<file path="src/rtl/eth_tx_desc_queue.sv">
// AXI single-beat write slave that steers descriptors into per-channel FIFOs and drains them round-robin.
// Optional ETH_TX_DROP_CNT_EN adds per-channel saturating counters of rejected writes (drop_cnt).
module eth_tx_desc_queue #(
  parameter int unsigned NUM_CH = 4,
  parameter int unsigned DEPTH  = 8,
  parameter int unsigned DATA_W = 64,
  parameter int unsigned ADDR_W = 32,
  parameter int unsigned CH_LSB = 8,
  localparam int unsigned CH_W  = (NUM_CH > 1) ? $clog2(NUM_CH) : 1
) (
  input  logic              ACLK,
  input  logic              ARESETn,
  input  logic              awvalid,
  output logic              awready,
  input  logic [ADDR_W-1:0] awaddr,
  input  logic              wvalid,
  output logic              wready,
  input  logic [DATA_W-1:0] wdata,
  output logic              bvalid,
  input  logic              bready,
  output logic [1:0]        bresp,
  output logic              desc_valid,
  input  logic              desc_ready,
  output logic [DATA_W-1:0] desc_data,
  output logic [CH_W-1:0]   desc_chan,
  output logic [NUM_CH-1:0] ch_full
`ifdef ETH_TX_DROP_CNT_EN
  ,
  output logic [NUM_CH*16-1:0] drop_cnt
`endif
);

  localparam int unsigned PTR_W  = $clog2(DEPTH);
  localparam int unsigned CNT_W  = $clog2(DEPTH + 1);
  localparam int unsigned HI_LSB = CH_LSB + CH_W;

  typedef enum logic [1:0] {
    S_IDLE   = 2'd0,
    S_COMMIT = 2'd1,
    S_RESP   = 2'd2
  } wr_state_e;

  wr_state_e         r_state, w_state_nxt;
  logic              r_aw_got, r_w_got, w_aw_got_nxt, w_w_got_nxt;
  logic              r_awready, r_wready, w_awready_nxt, w_wready_nxt;
  logic              r_bvalid, w_bvalid_nxt;
  logic [1:0]        r_bresp, w_bresp_nxt;
  logic [ADDR_W-1:0] r_awaddr_q;
  logic [DATA_W-1:0] r_wdata_q;
  logic              w_aw_hs, w_w_hs;

  logic [CH_W-1:0]   w_ch, w_ch_safe;
  logic              w_hi_zero, w_ch_ok, w_addr_ok, w_has_room, w_push;

  logic [DATA_W-1:0] r_mem    [NUM_CH][DEPTH];
  logic [PTR_W-1:0]  r_wr_ptr [NUM_CH];
  logic [PTR_W-1:0]  r_rd_ptr [NUM_CH];
  logic [CNT_W-1:0]  r_count  [NUM_CH];
  logic [CNT_W-1:0]  w_count_nxt [NUM_CH];
  logic [NUM_CH-1:0] w_push_vec, w_pop_vec;
  logic [NUM_CH-1:0] r_ch_full;

  logic [CH_W-1:0]   r_rr;
  logic [CH_W-1:0]   w_arb_idx, w_pick_ch;
  logic              w_pick_found, w_load, w_pop;
  logic [DATA_W-1:0] w_pop_data;
  logic              r_desc_valid;
  logic [DATA_W-1:0] r_desc_data;
  logic [CH_W-1:0]   r_desc_chan;

  assign w_aw_hs = awvalid & r_awready;
  assign w_w_hs  = wvalid & r_wready;

  // Channel decode of the captured address; full is judged on the start-of-cycle count
  assign w_ch       = r_awaddr_q[CH_LSB +: CH_W];
  assign w_hi_zero  = ((r_awaddr_q >> HI_LSB) == '0);
  assign w_ch_ok    = (32'(w_ch) < NUM_CH);
  assign w_addr_ok  = w_hi_zero & w_ch_ok;
  assign w_ch_safe  = w_ch_ok ? w_ch : '0;
  assign w_has_room = (r_count[w_ch_safe] < CNT_W'(DEPTH));
  assign w_push     = (r_state == S_COMMIT) & w_addr_ok & w_has_room;

  // Write FSM: state register and captured AW/W
  always_ff @(posedge ACLK or negedge ARESETn) begin
    if (!ARESETn) begin
      r_state    <= S_IDLE;
      r_aw_got   <= 1'b0;
      r_w_got    <= 1'b0;
      r_awready  <= 1'b0;
      r_wready   <= 1'b0;
      r_bvalid   <= 1'b0;
      r_bresp    <= 2'b00;
      r_awaddr_q <= '0;
      r_wdata_q  <= '0;
    end else begin
      r_state   <= w_state_nxt;
      r_aw_got  <= w_aw_got_nxt;
      r_w_got   <= w_w_got_nxt;
      r_awready <= w_awready_nxt;
      r_wready  <= w_wready_nxt;
      r_bvalid  <= w_bvalid_nxt;
      r_bresp   <= w_bresp_nxt;
      if (w_aw_hs) r_awaddr_q <= awaddr;
      if (w_w_hs)  r_wdata_q  <= wdata;
    end
  end

  // Write FSM: next state; ready flags are precomputed so they leave a register
  always_comb begin
    w_state_nxt  = r_state;
    w_aw_got_nxt = r_aw_got;
    w_w_got_nxt  = r_w_got;
    w_bvalid_nxt = r_bvalid;
    w_bresp_nxt  = r_bresp;
    unique case (r_state)
      S_IDLE: begin
        if (w_aw_hs) w_aw_got_nxt = 1'b1;
        if (w_w_hs)  w_w_got_nxt  = 1'b1;
        if (w_aw_got_nxt && w_w_got_nxt) w_state_nxt = S_COMMIT;
      end
      S_COMMIT: begin
        w_state_nxt  = S_RESP;
        w_aw_got_nxt = 1'b0;
        w_w_got_nxt  = 1'b0;
        w_bvalid_nxt = 1'b1;
        w_bresp_nxt  = w_push ? 2'b00 : 2'b10;
      end
      S_RESP: begin
        if (bready) begin
          w_state_nxt  = S_IDLE;
          w_bvalid_nxt = 1'b0;
        end
      end
      default: w_state_nxt = S_IDLE;
    endcase
    w_awready_nxt = (w_state_nxt == S_IDLE) && !w_aw_got_nxt;
    w_wready_nxt  = (w_state_nxt == S_IDLE) && !w_w_got_nxt;
  end

  // Round-robin pick: first non-empty channel at or after r_rr
  always_comb begin
    w_pick_found = 1'b0;
    w_pick_ch    = '0;
    w_arb_idx    = '0;
    for (int unsigned i = 0; i < NUM_CH; i++) begin
      w_arb_idx = CH_W'((32'(r_rr) + i) % NUM_CH);
      if (!w_pick_found && (r_count[w_arb_idx] != '0)) begin
        w_pick_found = 1'b1;
        w_pick_ch    = w_arb_idx;
      end
    end
  end

  assign w_load     = !r_desc_valid | desc_ready;
  assign w_pop      = w_load & w_pick_found;
  assign w_pop_data = r_mem[w_pick_ch][r_rd_ptr[w_pick_ch]];

  always_comb begin
    w_push_vec = '0;
    w_pop_vec  = '0;
    for (int unsigned c = 0; c < NUM_CH; c++) begin
      w_push_vec[c] = w_push && (w_ch_safe == CH_W'(c));
      w_pop_vec[c]  = w_pop && (w_pick_ch == CH_W'(c));
      unique case ({w_push_vec[c], w_pop_vec[c]})
        2'b10:   w_count_nxt[c] = r_count[c] + CNT_W'(1);
        2'b01:   w_count_nxt[c] = r_count[c] - CNT_W'(1);
        default: w_count_nxt[c] = r_count[c];
      endcase
    end
  end

  // FIFO bookkeeping; pointers wrap naturally because DEPTH is a power of two
  always_ff @(posedge ACLK or negedge ARESETn) begin
    if (!ARESETn) begin
      for (int unsigned c = 0; c < NUM_CH; c++) begin
        r_wr_ptr[c] <= '0;
        r_rd_ptr[c] <= '0;
        r_count[c]  <= '0;
      end
      r_ch_full <= '0;
    end else begin
      for (int unsigned c = 0; c < NUM_CH; c++) begin
        r_count[c]   <= w_count_nxt[c];
        r_ch_full[c] <= (w_count_nxt[c] == CNT_W'(DEPTH));
        if (w_push_vec[c]) r_wr_ptr[c] <= r_wr_ptr[c] + PTR_W'(1);
        if (w_pop_vec[c])  r_rd_ptr[c] <= r_rd_ptr[c] + PTR_W'(1);
      end
    end
  end

  always_ff @(posedge ACLK) begin
    if (w_push) r_mem[w_ch_safe][r_wr_ptr[w_ch_safe]] <= r_wdata_q;
  end

  // Single-slot output stage; holds while desc_valid && !desc_ready
  always_ff @(posedge ACLK or negedge ARESETn) begin
    if (!ARESETn) begin
      r_desc_valid <= 1'b0;
      r_desc_data  <= '0;
      r_desc_chan  <= '0;
      r_rr         <= '0;
    end else if (w_load) begin
      r_desc_valid <= w_pick_found;
      if (w_pick_found) begin
        r_desc_data <= w_pop_data;
        r_desc_chan <= w_pick_ch;
        r_rr        <= (w_pick_ch == CH_W'(NUM_CH - 1)) ? '0 : CH_W'(w_pick_ch + CH_W'(1));
      end
    end
  end

`ifdef ETH_TX_DROP_CNT_EN
  logic [15:0] r_drop [NUM_CH];

  // Rejections caused by a full FIFO on a valid channel only
  always_ff @(posedge ACLK or negedge ARESETn) begin
    if (!ARESETn) begin
      for (int unsigned c = 0; c < NUM_CH; c++) r_drop[c] <= '0;
    end else if ((r_state == S_COMMIT) && w_addr_ok && !w_has_room &&
                 (r_drop[w_ch_safe] != 16'hFFFF)) begin
      r_drop[w_ch_safe] <= r_drop[w_ch_safe] + 16'd1;
    end
  end

  always_comb begin
    drop_cnt = '0;
    for (int unsigned c = 0; c < NUM_CH; c++) drop_cnt[c*16 +: 16] = r_drop[c];
  end
`endif

  assign awready    = r_awready;
  assign wready     = r_wready;
  assign bvalid     = r_bvalid;
  assign bresp      = r_bresp;
  assign desc_valid = r_desc_valid;
  assign desc_data  = r_desc_data;
  assign desc_chan  = r_desc_chan;
  assign ch_full    = r_ch_full;

endmodule
</file>
<file path="config.mk">
export PLATFORM = sky130hd
export DESIGN_NAME = eth_tx_desc_queue
export DESIGN_NICKNAME = d
export VERILOG_FILES = /design/src/rtl/eth_tx_desc_queue.sv
export SDC_FILE = /design/constraint.sdc
export NUM_CORES = 2
export LEC_CHECK = 0
export CAP_MARGIN = 20
export CORE_ASPECT_RATIO = 1.25
export CORE_MARGIN = 4
export CORE_UTILIZATION = 55
export DETAILED_ROUTE_END_ITERATION = 10
export PLACE_DENSITY_LB_ADDON = 0.05
export SKIP_CTS_REPAIR_TIMING = 1
export SLEW_MARGIN = 30
export SYNTH_ARGS = -nofsm -noshare
export SYNTH_HDL_FRONTEND = slang
export SYNTH_SLANG_ARGS = --single-unit
</file>
<file path="constraint.sdc">
create_clock -name ACLK -period 6.7 [get_ports ACLK]
set_input_delay 1.34 -clock ACLK [delete_from_list [all_inputs] [get_ports ACLK]]
set_output_delay 1.34 -clock ACLK [all_outputs]
set_load 0.005 [all_outputs]
</file>
* Yosys cells after proc, flatten, opt, wreduce, memory -nomap -nowiden
Memory sizes are Yosys's and may differ from the RTL's. Cells that the tools add are included.
Storage, ports and cells: memories kept 1, memory bits (writable) 2048, logic and storage cells 178, bits in registers 218
Operators by class: reduce and logical (&&, ||, !) cells 33, bitwise gates (word level) 14, $lt $le $gt $ge 10, equality and inequality tests 21, mux-type cells 53, add/subtract/negate cells 20
Memories:
- r_mem | depth 4, bits a word 512, rd ports 1, clocked after memory_dff 0, write ports 1, RTL line 55 | logic [DATA_W-1:0] r_mem [NUM_CH][DEPTH];
Operator list (number):
- 512-bit two-way mux | 1
- 64-bit binary-select mux with 3-bit select | 1
- 64-bit demux with 3-bit select | 1
- 64-bit two-way mux | 3
- 4-bit binary-select mux with 2-bit select | 5
- 4-bit two-way mux | 10
- 32-bit logical NOT | 1
- 4-bit case mux with 2 select lines | 4
- 3-bit by 1-bit adder with 3-bit output, second input constant | 8
- 2-bit == test, second input constant | 9
- 3-bit greater-or-equal comparator, second input constant | 6
- 2-bit inverter with 3-bit output | 6
- 4-bit by 1-bit adder with 4-bit output, second input constant | 4
- 4-bit == test, second input constant | 4
- 2-bit two-way mux | 8
- 4-bit nonzero test | 4
- 4-bit by 1-bit subtractor with 4-bit output, second input constant | 4
- 1-bit logical AND | 15
- 2-bit by 1-bit == test with 1-bit output, second input constant | 7
- 3-bit binary-select mux with 2-bit select | 2
- 3-bit two-way mux | 4
- 1-bit two-way mux | 10
- 4-bit greater-or-equal comparator, second input constant | 2
- 2-bit logical NOT | 4
- 13 further kinds | 28

* Logic depth before layout (Yosys ltp)
depth in word-level cells 23, gate-level depth with buffers 18, depth with buffers taken out 15

* Worst setup path after synthesis
OpenSTA, ideal clock, no wires.
kind register -> register, start register r_awaddr_q[8], end memory r_mem[0][320] in the netlist's numbering (enable), setup slack 1719 ps, stages on the path, launching flop included 6, period minus slack after synthesis 4981 ps, data arrival time 4494 ps, data required time 6213 ps, cells stage by stage dfrtp_1 > buf_1 > mux4_2 > nor4_1 > nand2_1 > nor2_1
On the way: word-level cells in the longest chain between the ends 10, elaborated cells on any way between the ends 17
Ends and longest elaborated chain:
- start, declared | RTL line 48 | logic [ADDR_W-1:0] r_awaddr_q;
- start signal, assigned | RTL line 103 | if (w_aw_hs) r_awaddr_q <= awaddr;
- 2-bit inverter with 3-bit output (not written as such) | RTL line 80, 192
- 3-bit binary-select mux with 2-bit select | RTL line 192 | if (w_push) r_mem[w_ch_safe][r_wr_ptr[w_ch_safe]] <= r_wdata_q;
- 3-bit two-way mux (not written as such) (2 in a row) | RTL line 192
- 3-bit inverter with 4-bit output (not written as such) | RTL line 192
- 4-bit greater-or-equal comparator (not written as such) / 4-bit by 1-bit less-than comparator with 1-bit output (equally long branches) | RTL line 192
- 1-bit logical AND (not written as such) | RTL line 192
- 64-bit two-way mux (not written as such) | RTL line 192
- 64-bit demux with 3-bit select | RTL line 192
- 512-bit two-way mux (not written as such) | RTL line 192
- end, declared | RTL line 55
Several ways; a longest one is shown, not always the timed one. The select of a mux whose other input is x is not followed.

* Worst setup path after layout
start register r_count[5] in the netlist's numbering, end register r_desc_data[6], in the netlist desc_data[6]
On the way: word-level cells in the longest chain between the ends 22, elaborated cells on any way between the ends 40
Ends and longest elaborated chain:
- start, declared | RTL line 58 | logic [CNT_W-1:0] r_count [NUM_CH];
- start signal, assigned by index | RTL line 183 | r_count[c] <= w_count_nxt[c];
- 4-bit binary-select mux with 2-bit select | RTL line 147 | if (!w_pick_found && (r_count[w_arb_idx] != '0)) begin
- 4-bit two-way mux (not written as such) (2 in a row) | RTL line 147
- 4-bit nonzero test | RTL line 147
- 1-bit two-way mux | RTL line 147
- 1-bit logical NOT | RTL line 147
- 1-bit logical AND | RTL line 147
- 1-bit two-way mux | RTL line 147
- 1-bit logical NOT | RTL line 147
- [3 not listed]
- 1-bit logical AND | RTL line 147
- 2-bit two-way mux | RTL line 147
- 2-bit inverter with 3-bit output (not written as such) | RTL line 156 | assign w_pop_data = r_mem[w_pick_ch][r_rd_ptr[w_pick_ch]];
- 3-bit binary-select mux with 2-bit select | RTL line 156
- 3-bit two-way mux (not written as such) (2 in a row) | RTL line 156
- 3-bit inverter with 4-bit output (not written as such) | RTL line 156
- 64-bit binary-select mux with 3-bit select | RTL line 156
- 64-bit two-way mux (not written as such) (2 in a row) | RTL line 156
- end signal, assigned | RTL line 205 | r_desc_data <= w_pop_data;
- end, declared | RTL line 68 | logic [DATA_W-1:0] r_desc_data;
Several ways; a longest one is shown, not always the timed one. The select of a mux whose other input is x is not followed. A chain may end at the register's enable or synchronous reset.

==> results.toml <==
[outcome]
outcome = "completed"

[power_and_ir_drop]
p_leak_nw = 34.84
p_int_mw = 34.58
pwr-share-clk = 0.216
ir_worst_vdd_v = 0.0009420
p_per_area_nw_per_um2 = 573.4
power_mw = 58.21
seqPwrFrac = 0.345
combinationalPowerShare = 0.438
p_sw_mw = 23.63
p_sw_frac = 0.4059

[global_route]
antenna_found_initial = 4
met3_usage = 0.03696
grt_usage = 0.2735
busiest_layer = "met2"
grt-ovfl-total = 0
use_met1 = 0.3659
grt_pass1_wl_um = 347900
use_met2 = 0.4684
grt_pass1_vias = 54040
grt_max_degree = 229

[cells_and_area]
layout-drive-gt1-share = 0.1102
layoutNonFillerInstCount = 8616
fin_nets = 6383
multi_input_area_um2 = 20790
fin_util = 0.6273
fillers = 11980
syn2layout_area_growth_pct = 13.27
regArea_um2 = 66790
finish.instance_area_um2 = 101500

[routing]
ant_nets = 0
vias = 54140
wirelength_um = 233400
wl_per_cell_um = 27.08
dr.pass1.iters = 8
avgViaCountPerCell = 6.284
post-route-drc-count = 0
drt_iter0_drc = 5704

[yosys]
synth-seq-cells = 2257
synth_edf_count = 2048
syn_avg_cell_area_um2 = 14.39
synth_cell_type_count = 55
syn_inst = 6228
async_flop_share = 0.09260
syn_nets = 6358
synth-seq-area-share = 0.7445
synthFlopType = "edfxtp_1"
netlist_area_um2 = 89630
yosys_warnings = 0

[floorplanning]
die-area_um2 = 169500
die_h_um = 459.3
core_um2 = 161900
io_pins = 178
start_util = 0.5538
num_rows = 165
fp.dieW_um = 369.1

[cts]
cts_made_buffers = 213
clkTransAtPathRegs_ps = 60
cts_tree = "yes"
h-tree-depth = 4
clock_latency_ps = 850
clock-root-buffer = "clkbuf_16"
cts_buffer_depth = 3
cts_sinks = 2257

[flow_run]
cap_viol_max_count = 0

[worst_setup_path]
worst-path-max-fanout = 96
rr_worst_depth = 10
worstSetupPathType = "flop to flop"
r2r_start = "r_count[5]$_DFF_PN0_"
cp.required_ps = 7390
critPathLaunchType = "flop"
arrival_ps = 5620
startpoint = "r_count[5]$_DFF_PN0_"
cp-end-kind = "flop"

[sta]
worst_slack_ps = 1775
drv_slew = 0
period_minus_slack_ps = 4925
setup_viol = 0
hold_ws_ps = 467.4
fmax_mhz = 203.0
slew_headroom = 0.2576
worst_pin_slew_ps = 1114
rsz0062_at_grt = "false"
hold_violations = 0
min_period_over_period = 0.7351
finClkSkew_ps = 27.48
tns_ps = 0

[placement]
globalplace.congestion = 0.7367
dp.cells = 8203
hpwlAfterDp_um = 110800
pre_cts_slack_ps = 1694
placed_area_um2 = 93930
portBuffers = 168

[worst_hold_path]
min_path_type = "input port to asynchronous set/reset pin"
==> cells in the final DEF (no fill, tap or decap), drive strengths merged, types with 131 or more instances in the layout <==
cell type	instances
a21oi	908
a22oi	260
clkbuf	287
clkdlybuf4s50	167
dfrtp	209
edfxtp	2048
inv	153
mux2	161
mux2i	131
nand2	996
o211ai	446
==> registers in the layout, indices dropped and copies added, names as in the netlist, 2 cells and up <==
| name | cells |
|---|---|
| r_wr_ptr | 12 |
| r_wdata_q | 64 |
| r_mem | 2048 |
| r_rr | 2 |
| r_state | 2 |
| desc_chan | 2 |
| ch_full | 4 |
| r_awaddr_q | 24 |
| r_rd_ptr | 12 |
| r_count | 16 |
| desc_data | 64 |
==> power groups by stage <==
stage / Sequential [mW] / Clock, mW / Combinational [mW]
after detailed placement: 20.4 / 0 / 25.5
after CTS: 20.1 / 12.8 / 25.6
after global placement: 20.3 / 0 / 25.1
after global routing: 20.3 / 13.4 / 27.9
after floorplan: 19.4 / 0 / 18.0
final: 20.1 / 12.6 / 25.5
==> layout make-up <==
type / instances / share of cell area
antenna: 2 / 0.00004930
clock buffer: 287 / 0.05866
clock inverter: 118 / 0.01379
inverter: 147 / 0.005583
multi-input combinational: 3346 / 0.2048
sequential: 2257 / 0.6578
tap: 2171 / 0.02676
timing repair buffer: 288 / 0.03255
==> final timing paths <==
path / end / slack (ps)
setup / recovery: desc_data[6]$_DFFE_PN0P_ / 1770
hold / removal: r_awaddr_q[17]$_DFFE_PN0P_ / 470
setup reg to reg: desc_data[6]$_DFFE_PN0P_ / 1770
hold reg to reg: r_wr_ptr[8]$_DFFE_PN0P_ / 470
max in group asynchronous: r_wdata_q[27]$_DFFE_PN0P_ / 5020
min in group ACLK: r_wr_ptr[8]$_DFFE_PN0P_ / 470
==> kinds of logic (layout without fill, tap and decap cells) <==
kind of cell / count (synthesis) / in the layout / synth area share
flops: 2257 / 2257 / 0.7445
compound gates: 1890 / 1890 / 0.1366
simple gates: 1099 / 1099 / 0.04792
buf+inv: 625 / 840 / 0.02771
mux: 296 / 296 / 0.03586
xor+xnor: 32 / 32 / 0.003127
fa+ha+maj: 28 / 28 / 0.004244
other cells: 1 / 3 / 0.00004184
==> worst max-delay path, cell delays in order, from the launching register on <==
cell,delay [ps]
dfrtp_1,420
nor4_2,730
o22ai_1,230
nor3_4,490
inv_8,360
a221oi_4,410
or2_4,580
buf_4,500
a221oi_1,100
o311ai_1,720
o211ai_1,180
==> Yosys cell counts, types with 2 or more instances <==
master,number,share of area
inv_2,2,0.000084
xnor2_1,27,0.0026
or2_1,2,0.00014
buf_2,53,0.0030
buf_4,5,0.00042
a22o_1,63,0.0062
nand4_1,2,0.00014
nand2b_1,9,0.00063
o311ai_1,63,0.0062
or2_2,4,0.00028
mux2i_1,131,0.015
a21oi_1,908,0.051
a22oi_1,260,0.022
ha_1,24,0.0034
edfxtp_1,2048,0.69
nand3_1,3,0.00017
clkbuf_1,382,0.016
dfrtp_1,209,0.058
a21o_1,4,0.00034
nor3_1,3,0.00017
buf_1,31,0.0013
mux4_2,4,0.0010
nor4_2,2,0.00028
buf_6,7,0.00088
fa_1,4,0.00089
a221oi_2,2,0.00034
o211ai_1,445,0.037
o21ai_0,8,0.00045
or4_1,3,0.00025
mux2_2,160,0.020
nand2_1,996,0.042
nor4b_1,4,0.00039
inv_1,145,0.0061
xor2_1,5,0.00049
nor2_1,49,0.0021
a221oi_1,128,0.013
nor2b_1,4,0.00028
and2_1,6,0.00042
nor4_1,7,0.00049
==> per-layer routing <==
metal / vias up / wire length [µm]
met5: - / 13
met4: 2 / 7047
met3: 395 / 14880
met2: 1982 / 117100
met1: 27810 / 94330
li1: 23950 / -
Note: power is estimated with default switching activity, not from simulation.
